`src/rtl/sync_key_decoder_if.sv`:
```
// Sample/result bundle for the line-embedded key decoder.
//   master: drives sample_valid, sample_in, line_start; observes decoder results
//   slave : the decoder; consumes samples, drives payload_out, payload_valid, id_error, busy
interface sync_key_decoder_if #(
  parameter int unsigned DATA_W       = 10,
  parameter int unsigned PAYLOAD_BITS = 32
);
  logic                    sample_valid;
  logic [DATA_W-1:0]       sample_in;
  logic                    line_start;
  logic [PAYLOAD_BITS-1:0] payload_out;
  logic                    payload_valid;
  logic                    id_error;
  logic                    busy;

  modport master (
    output sample_valid, sample_in, line_start,
    input  payload_out, payload_valid, id_error, busy
  );

  modport slave (
    input  sample_valid, sample_in, line_start,
    output payload_out, payload_valid, id_error, busy
  );
endinterface

```
`src/rtl/sync_key_decoder.sv`:
```
// Slices one active video line into an ID+payload bit frame using a hysteresis
// slicer and a 3-vote majority per bit, then checks the ID and releases the payload.
// Ports:
//   clock - single clock, posedge
//   reset - synchronous, active-high
//   bus   - slave side: sample_valid/sample_in/line_start in,
//           payload_out/payload_valid/id_error/busy out (all registered)
module sync_key_decoder #(
  parameter int unsigned DATA_W          = 10,
  parameter int unsigned BLACK_LEVEL     = 'h040,
  parameter int unsigned WHITE_LEVEL     = 'h3AC,
  parameter int unsigned HYST            = 'h040,
  parameter int unsigned ID_BITS         = 8,
  parameter int unsigned ID_VALUE        = 'hA5,
  parameter int unsigned PAYLOAD_BITS    = 32,
  parameter int unsigned SAMPLES_PER_BIT = 18,
  parameter bit          INTERLEAVED     = 1'b1,
  parameter bit          LUMA_PHASE      = 1'b1
) (
  input logic               clock,
  input logic               reset,
  sync_key_decoder_if.slave bus
);

  localparam int unsigned FRAME_BITS = ID_BITS + PAYLOAD_BITS;
  localparam int unsigned MID        = SAMPLES_PER_BIT / 2;
  localparam int unsigned K_W        = $clog2(SAMPLES_PER_BIT);
  localparam int unsigned BC_W       = $clog2(FRAME_BITS);

  localparam logic [DATA_W-1:0]  HI_TH  = DATA_W'(WHITE_LEVEL - HYST);
  localparam logic [DATA_W-1:0]  LO_TH  = DATA_W'(BLACK_LEVEL + HYST);
  localparam logic [ID_BITS-1:0] ID_REF = ID_BITS'(ID_VALUE);

  localparam logic [1:0] ST_IDLE    = 2'd0;
  localparam logic [1:0] ST_RECEIVE = 2'd1;
  localparam logic [1:0] ST_CHECK   = 2'd2;

  logic [1:0]              state_q, state_d;
  logic                    slc_q, slc_d;
  logic                    par_q, par_d;
  logic [K_W-1:0]          k_q, k_d;
  logic [BC_W-1:0]         bc_q, bc_d;
  logic                    v0_q, v0_d;
  logic                    v1_q, v1_d;
  logic [FRAME_BITS-1:0]   sh_q, sh_d;
  logic [PAYLOAD_BITS-1:0] payload_q, payload_d;
  logic                    pv_q, pv_d;
  logic                    err_q, err_d;
  logic                    busy_q, busy_d;

  logic                    ls;
  logic                    par_b, slc_b, is_luma, slc_new, maj;
  logic [K_W-1:0]          k_b;
  logic [BC_W-1:0]         bc_b;
  logic [FRAME_BITS-1:0]   sh_b;

  // Front end: line_start restarts the line state before the sample is applied.
  always_comb begin
    ls      = bus.line_start & bus.sample_valid;
    par_b   = ls ? 1'b0 : par_q;
    slc_b   = ls ? 1'b0 : slc_q;
    k_b     = ls ? '0 : k_q;
    bc_b    = ls ? '0 : bc_q;
    sh_b    = ls ? '0 : sh_q;
    is_luma = (INTERLEAVED == 1'b0) || (par_b == LUMA_PHASE);
    slc_new = slc_b;
    if (is_luma) begin
      if (bus.sample_in > HI_TH) begin
        slc_new = 1'b1;
      end else if (bus.sample_in < LO_TH) begin
        slc_new = 1'b0;
      end
    end
    maj = (v0_q & v1_q) | (v0_q & slc_new) | (v1_q & slc_new);
  end

  // Next-state and bit-assembly logic.
  always_comb begin
    state_d   = state_q;
    slc_d     = slc_q;
    par_d     = par_q;
    k_d       = k_q;
    bc_d      = bc_q;
    v0_d      = v0_q;
    v1_d      = v1_q;
    sh_d      = sh_q;
    payload_d = payload_q;
    pv_d      = 1'b0;
    err_d     = 1'b0;

    case (state_q)
      ST_IDLE: begin
        if (ls) state_d = ST_RECEIVE;
      end
      ST_RECEIVE: begin
        state_d = ST_RECEIVE;
      end
      ST_CHECK: begin
        // A new line aborts the completed frame without any pulse.
        if (ls) begin
          state_d = ST_RECEIVE;
        end else begin
          state_d = ST_IDLE;
          if (sh_q[FRAME_BITS-1 -: ID_BITS] == ID_REF) begin
            payload_d = sh_q[PAYLOAD_BITS-1:0];
            pv_d      = 1'b1;
          end else begin
            err_d = 1'b1;
          end
        end
      end
      default: state_d = ST_IDLE;
    endcase

    if (bus.sample_valid && (ls || (state_q == ST_RECEIVE))) begin
      par_d = ~par_b;
      slc_d = slc_new;
      k_d   = k_b;
      bc_d  = bc_b;
      sh_d  = sh_b;
      if (is_luma) begin
        if (k_b == K_W'(MID - 1)) v0_d = slc_new;
        if (k_b == K_W'(MID))     v1_d = slc_new;
        // Third vote resolves the bit; the last bit ends reception immediately.
        if (k_b == K_W'(MID + 1)) begin
          sh_d = {sh_b[FRAME_BITS-2:0], maj};
          if (bc_b == BC_W'(FRAME_BITS - 1)) state_d = ST_CHECK;
        end
        if (k_b == K_W'(SAMPLES_PER_BIT - 1)) begin
          k_d  = '0;
          bc_d = bc_b + BC_W'(1);
        end else begin
          k_d = k_b + K_W'(1);
        end
      end
    end

    busy_d = (state_d != ST_IDLE);
  end

  always_ff @(posedge clock) begin
    if (reset) begin
      state_q   <= ST_IDLE;
      slc_q     <= 1'b0;
      par_q     <= 1'b0;
      k_q       <= '0;
      bc_q      <= '0;
      v0_q      <= 1'b0;
      v1_q      <= 1'b0;
      sh_q      <= '0;
      payload_q <= '0;
      pv_q      <= 1'b0;
      err_q     <= 1'b0;
      busy_q    <= 1'b0;
    end else begin
      state_q   <= state_d;
      slc_q     <= slc_d;
      par_q     <= par_d;
      k_q       <= k_d;
      bc_q      <= bc_d;
      v0_q      <= v0_d;
      v1_q      <= v1_d;
      sh_q      <= sh_d;
      payload_q <= payload_d;
      pv_q      <= pv_d;
      err_q     <= err_d;
      busy_q    <= busy_d;
    end
  end

  assign bus.payload_out   = payload_q;
  assign bus.payload_valid = pv_q;
  assign bus.id_error      = err_q;
  assign bus.busy          = busy_q;

endmodule
```
`src/flat_wrapper.sv`:
```
// flat-port wrapper written by rule: the top's interface ports become plain ports
module sync_key_decoder_flat 
#(
  parameter int unsigned DATA_W          = 10,
  parameter int unsigned BLACK_LEVEL     = 'h040,
  parameter int unsigned WHITE_LEVEL     = 'h3AC,
  parameter int unsigned HYST            = 'h040,
  parameter int unsigned ID_BITS         = 8,
  parameter int unsigned ID_VALUE        = 'hA5,
  parameter int unsigned PAYLOAD_BITS    = 32,
  parameter int unsigned SAMPLES_PER_BIT = 18,
  parameter bit          INTERLEAVED     = 1'b1,
  parameter bit          LUMA_PHASE      = 1'b1
)
  (clock, reset, bus_sample_valid, bus_sample_in, bus_line_start, bus_payload_out, bus_payload_valid, bus_id_error, bus_busy);
  sync_key_decoder_if #(.DATA_W(DATA_W), .PAYLOAD_BITS(PAYLOAD_BITS)) bus_i ();
  input logic clock;
  input logic reset;
  input wire logic [$bits(bus_i.sample_valid)-1:0] bus_sample_valid;
  input wire logic [$bits(bus_i.sample_in)-1:0] bus_sample_in;
  input wire logic [$bits(bus_i.line_start)-1:0] bus_line_start;
  output wire logic [$bits(bus_i.payload_out)-1:0] bus_payload_out;
  output wire logic [$bits(bus_i.payload_valid)-1:0] bus_payload_valid;
  output wire logic [$bits(bus_i.id_error)-1:0] bus_id_error;
  output wire logic [$bits(bus_i.busy)-1:0] bus_busy;
  assign bus_i.sample_valid = bus_sample_valid;
  assign bus_i.sample_in = bus_sample_in;
  assign bus_i.line_start = bus_line_start;
  assign bus_payload_out = bus_i.payload_out;
  assign bus_payload_valid = bus_i.payload_valid;
  assign bus_id_error = bus_i.id_error;
  assign bus_busy = bus_i.busy;
  sync_key_decoder #(.DATA_W(DATA_W), .BLACK_LEVEL(BLACK_LEVEL), .WHITE_LEVEL(WHITE_LEVEL), .HYST(HYST), .ID_BITS(ID_BITS), .ID_VALUE(ID_VALUE), .PAYLOAD_BITS(PAYLOAD_BITS), .SAMPLES_PER_BIT(SAMPLES_PER_BIT), .INTERLEAVED(INTERLEAVED), .LUMA_PHASE(LUMA_PHASE)) u_core (.clock(clock), .reset(reset), .bus(bus_i));
endmodule
```
`config.mk`:
```
export PLATFORM = sky130hd
export DESIGN_NAME = sync_key_decoder_flat
export DESIGN_NICKNAME = d
export VERILOG_FILES = /design/src/rtl/sync_key_decoder_if.sv /design/src/rtl/sync_key_decoder.sv /design/src/flat_wrapper.sv
export SDC_FILE = /design/constraint.sdc
export NUM_CORES = 1
export LEC_CHECK = 0
export BUFFER_PORTS_ARGS = -buffer_cell sky130_fd_sc_hd__buf_2
export CAP_MARGIN = 20
export CORE_ASPECT_RATIO = 0.5
export CORE_MARGIN = 5
export CORE_UTILIZATION = 55
export CTS_CLUSTER_DIAMETER = 60
export CTS_CLUSTER_SIZE = 40
export DETAILED_ROUTE_END_ITERATION = 8
export GPL_ROUTABILITY_DRIVEN = 0
export GPL_TIMING_DRIVEN = 0
export PLACE_DENSITY = 0.78
export SKIP_CTS_REPAIR_TIMING = 1
export SLEW_MARGIN = 5
export SYNTH_ARGS = -nofsm -noshare
export SYNTH_HDL_FRONTEND = slang
export SYNTH_SLANG_ARGS = --single-unit
```
`constraint.sdc`:
```
create_clock -name clock -period 4.1 [get_ports clock]
set_input_delay 0.205 -clock clock [delete_from_list [all_inputs] [get_ports clock]]
set_output_delay 0.205 -clock clock [all_outputs]
set_load 0.005 [all_outputs]
```
==> metrics <==
largest area contributor in the netlist dfxtp_1; Wirelength per Cell between 10 and 15 microns; final setup violation count 0; ys async rst share 0%; WP data required around 4.3 ns; Fmax achieved around 0.38 GHz; fin crit period around 2.6 ns; Crit Path Class in -> reg; crit-path leading delay family buffers and inverters; global-route wire length before repair approximately 14 mm; Max-Cap Viols 0; Combinational Power Share about 3.8%; Switching Power 0.000374 W; Clock Power Share a little over two fifths; max_slew headroom a little under two thirds; grt met3 use 7.35%; met2 GRT Util 34.3%; top cell type's share of synthesized area roughly 50%; post-route ant nets 0; vias in the first global route ~3.0k; Slowest Stage Delay on Critical Path about 0.42 ns; Synth Warn # 0; initial antenna violation count 0; # diodes 0; DRC 0; GRT Resource Usage Total around a fifth; share of post-route cells with drive strength above 1 16.1%; Initial Utilization 55.8%; Port-buffer cells 47; Synth Instances 455; CTS max path bufs 2; Least-Margin Pin Slew 0.544 ns; die height 67.7 microns; Internal about 0.0013 W; VDD IR max 0.203 mV; busiest grt layer met2; Seq pwr share approximately 53%; Seq/Total Area, Yosys about half; CTS tree built; P_leak about 1.6 nW; syn_nets 474; RSZ-0062 raised after global routing no; Hold Vio Cnt, Final 0; pwr dens ~400 mW/mm^2; drt initial violations 221; Nets approximately 530; Area Growth Syn to Fin 16.8%; crit-path cells buf_2 > nand2_1 > buf_2 > buf_2 > buf_1 > nand2_1 > inv_1 > ha_1 > and4bb_2 > nand3_1 > and2_1 > a31oi_1 > a311oi_1; clk_skew about 0.0051 ns; Clock Pin Slew Worst Setup and Hold Paths around 0.06 ns; cts bufs inserted 9; clock latency on the worst-skew pair ~0.34 ns; top cells by area, synth dfxtp_1 50%, nand2_1 12%, a21oi_1 10%, nand3_1 5.7%, nor2_1 2.6%; first-pass detailed-route iteration total 5; final WL just over 8 mm; critical path launch point type input port; DPL Wire Length approximately 5.7 mm; crit path DAT 2.82 ns; Final Cycle Share 64.0%; status complete, no violations; Vias/cell between 5 and 6; CTS H-Tree Depth 3; Syn Area/Cell between 8 and 9 sq um; crit path buf inv count 5; DIE WIDTH between 100 and 150 microns; #FFs+latches synth around 90; core box area ~0.0066 sq mm; DR vias around 3.3k; die footprint 0.00849 sq mm; switch share between 20% and 30%; IO Pins 49; Hold WC Path Type in -> reg; Crit path top cell by count buf_2; Fin Hold WS 0.169 ns; Slew Limit Fails 0; row count 21; CP max-delay cell buf_1; setup TNS 0 ns; synthesized area 0.00366 sq mm; grt ovf 0; Sinks on Clock Net 92; Unique masters post-synth 43; M1 GR Usage between 20% and 30%; EDFF count, synth 0; largest net degree at the start of global routing 15; Clock Tree Root clkbuf_16; critical path endpoint category flip-flop; Crit Path Max Fanout 10; ys flop type dfxtp_1
cell usage in the layout (no fill, tap or decap), drive strengths merged, types with 2 or more instances in the layout:
master,netlist,final
and4,2,2
o21ai,3,3
a31oi,2,2
clkinv,0,4
xor2,3,3
o211ai,2,2
nand2,120,120
and2,7,7
and4bb,2,2
inv,3,3
a21oi,76,76
buf,16,63
nor2b,2,2
dfxtp,92,92
a311oi,3,3
nor4,2,2
ha,5,5
clkbuf,18,28
mux2i,2,2
nand4,6,6
nand3,42,42
nor3,4,4
nor2,25,25
and3,4,4
nand2b,2,2
xnor2,2,2
through the flow:
step | std cells | instance area, sq um | worst slack (ns) | total power [W] | utilization, %
after floorplan | 455 | 3660 | 1.89 | 0.000962 | -
after global placement | 594 | 4010 | 1.19 | 0.000985 | 61.1
after detailed placement | 594 | 4010 | 1.17 | 0.000985 | 61.1
after CTS | 608 | 4280 | 1.52 | 0.00173 | 65.1
after global routing | 608 | 4280 | 1.24 | 0.00178 | 65.1
final | 608 | 4280 | 1.47 | 0.00171 | 65.1
kinds of logic (layout without fill, tap and decap cells):
family / after synthesis / count (layout) / synth area share (%)
and+or+nand+nor: 221 / 221 / 27.7
AOI/OAI and AO/OA: 92 / 92 / 13.8
DFF: 92 / 92 / 50.3
buffers and inverters: 37 / 98 / 4.41
adders and majority gates: 6 / 6 / 2.02
xor gates and xnor gates: 5 / 5 / 1.20
muxes: 2 / 2 / 0.547
metal layers:
layer / part of all wire [%] / routed length [microns]
met3: 5.2 / 423
met5: 0 / 0
met4: 1.2 / 97
met2: 46 / 3780
met1: 47 / 3840
final cells by class:
| class | instances | area [sq um] |
|---|---|---|
| fillers | 580 | 2290 |
| clock buffers | 10 | 239 |
| flip-flops and latches | 92 | 1840 |
| inverters | 3 | 11.3 |
| well taps | 92 | 115 |
| repair buffers | 47 | 235 |
| plain buffers | 34 | 150 |
| clock inverters | 4 | 27.5 |
| multi-input cells | 326 | 1660 |
worst register-to-register path, delay by kind of cell (launching register included):
family / cells / cell delay [ns]
and+or+nand+nor: 4 / 0.82
adders and majority gates: 1 / 0.21
DFF: 1 / 0.37
buffers and inverters: 1 / 0.08
AOI/OAI and AO/OA: 2 / 0.38
flip-flops by register name, summed over array words and instances, names as in the netlist, 2 cells and up:
| signal | cells |
|---|---|
| u_core.sh_q | 40 |
| u_core.bus.payload_out | 32 |
| u_core.bc_q | 6 |
| u_core.k_q | 5 |
| u_core.state_q | 2 |
power groups by stage:
stage / clock network, W / logic, W / registers (W)
floorplan: 0 / 0.0000419 / 0.000920
global placement: 0 / 0.0000643 / 0.000921
detailed placement: 0 / 0.0000646 / 0.000921
CTS: 0.000761 / 0.0000649 / 0.000901
global route: 0.000802 / 0.0000731 / 0.000901
finish: 0.000745 / 0.0000654 / 0.000901
cell usage after synthesis (2+ instances only):
cell type and n:
mux2i_1 2, o21ai_0 3, buf_2 12, inv_1 3, a311oi_1 3, nand3_1 42, dfxtp_1 92, nand4_1 6
nand2b_1 2, and3_1 4, ha_1 5, and2_1 7, nor2_1 25, a21oi_1 76, nand2_1 119, buf_1 3
xor2_1 3, nor3_1 4, clkbuf_1 18, xnor2_1 2, a31oi_1 2
final timing paths:
path | startpoint | endpoint | slack [ns] | cells after the start
setup / recovery | bus_sample_valid | u_core.k_q[2] | 1.47 | 13
hold reg to reg | u_core.bus.payload_out[11] | u_core.bus.payload_out[11] | 0.45 | 2
setup reg to reg | u_core.k_q[1] | u_core.k_q[2] | 2.15 | 8
hold / removal | bus_sample_valid | u_core.k_q[1] | 0.17 | 2
No activity file was read; power rests on OpenSTA's default activity.
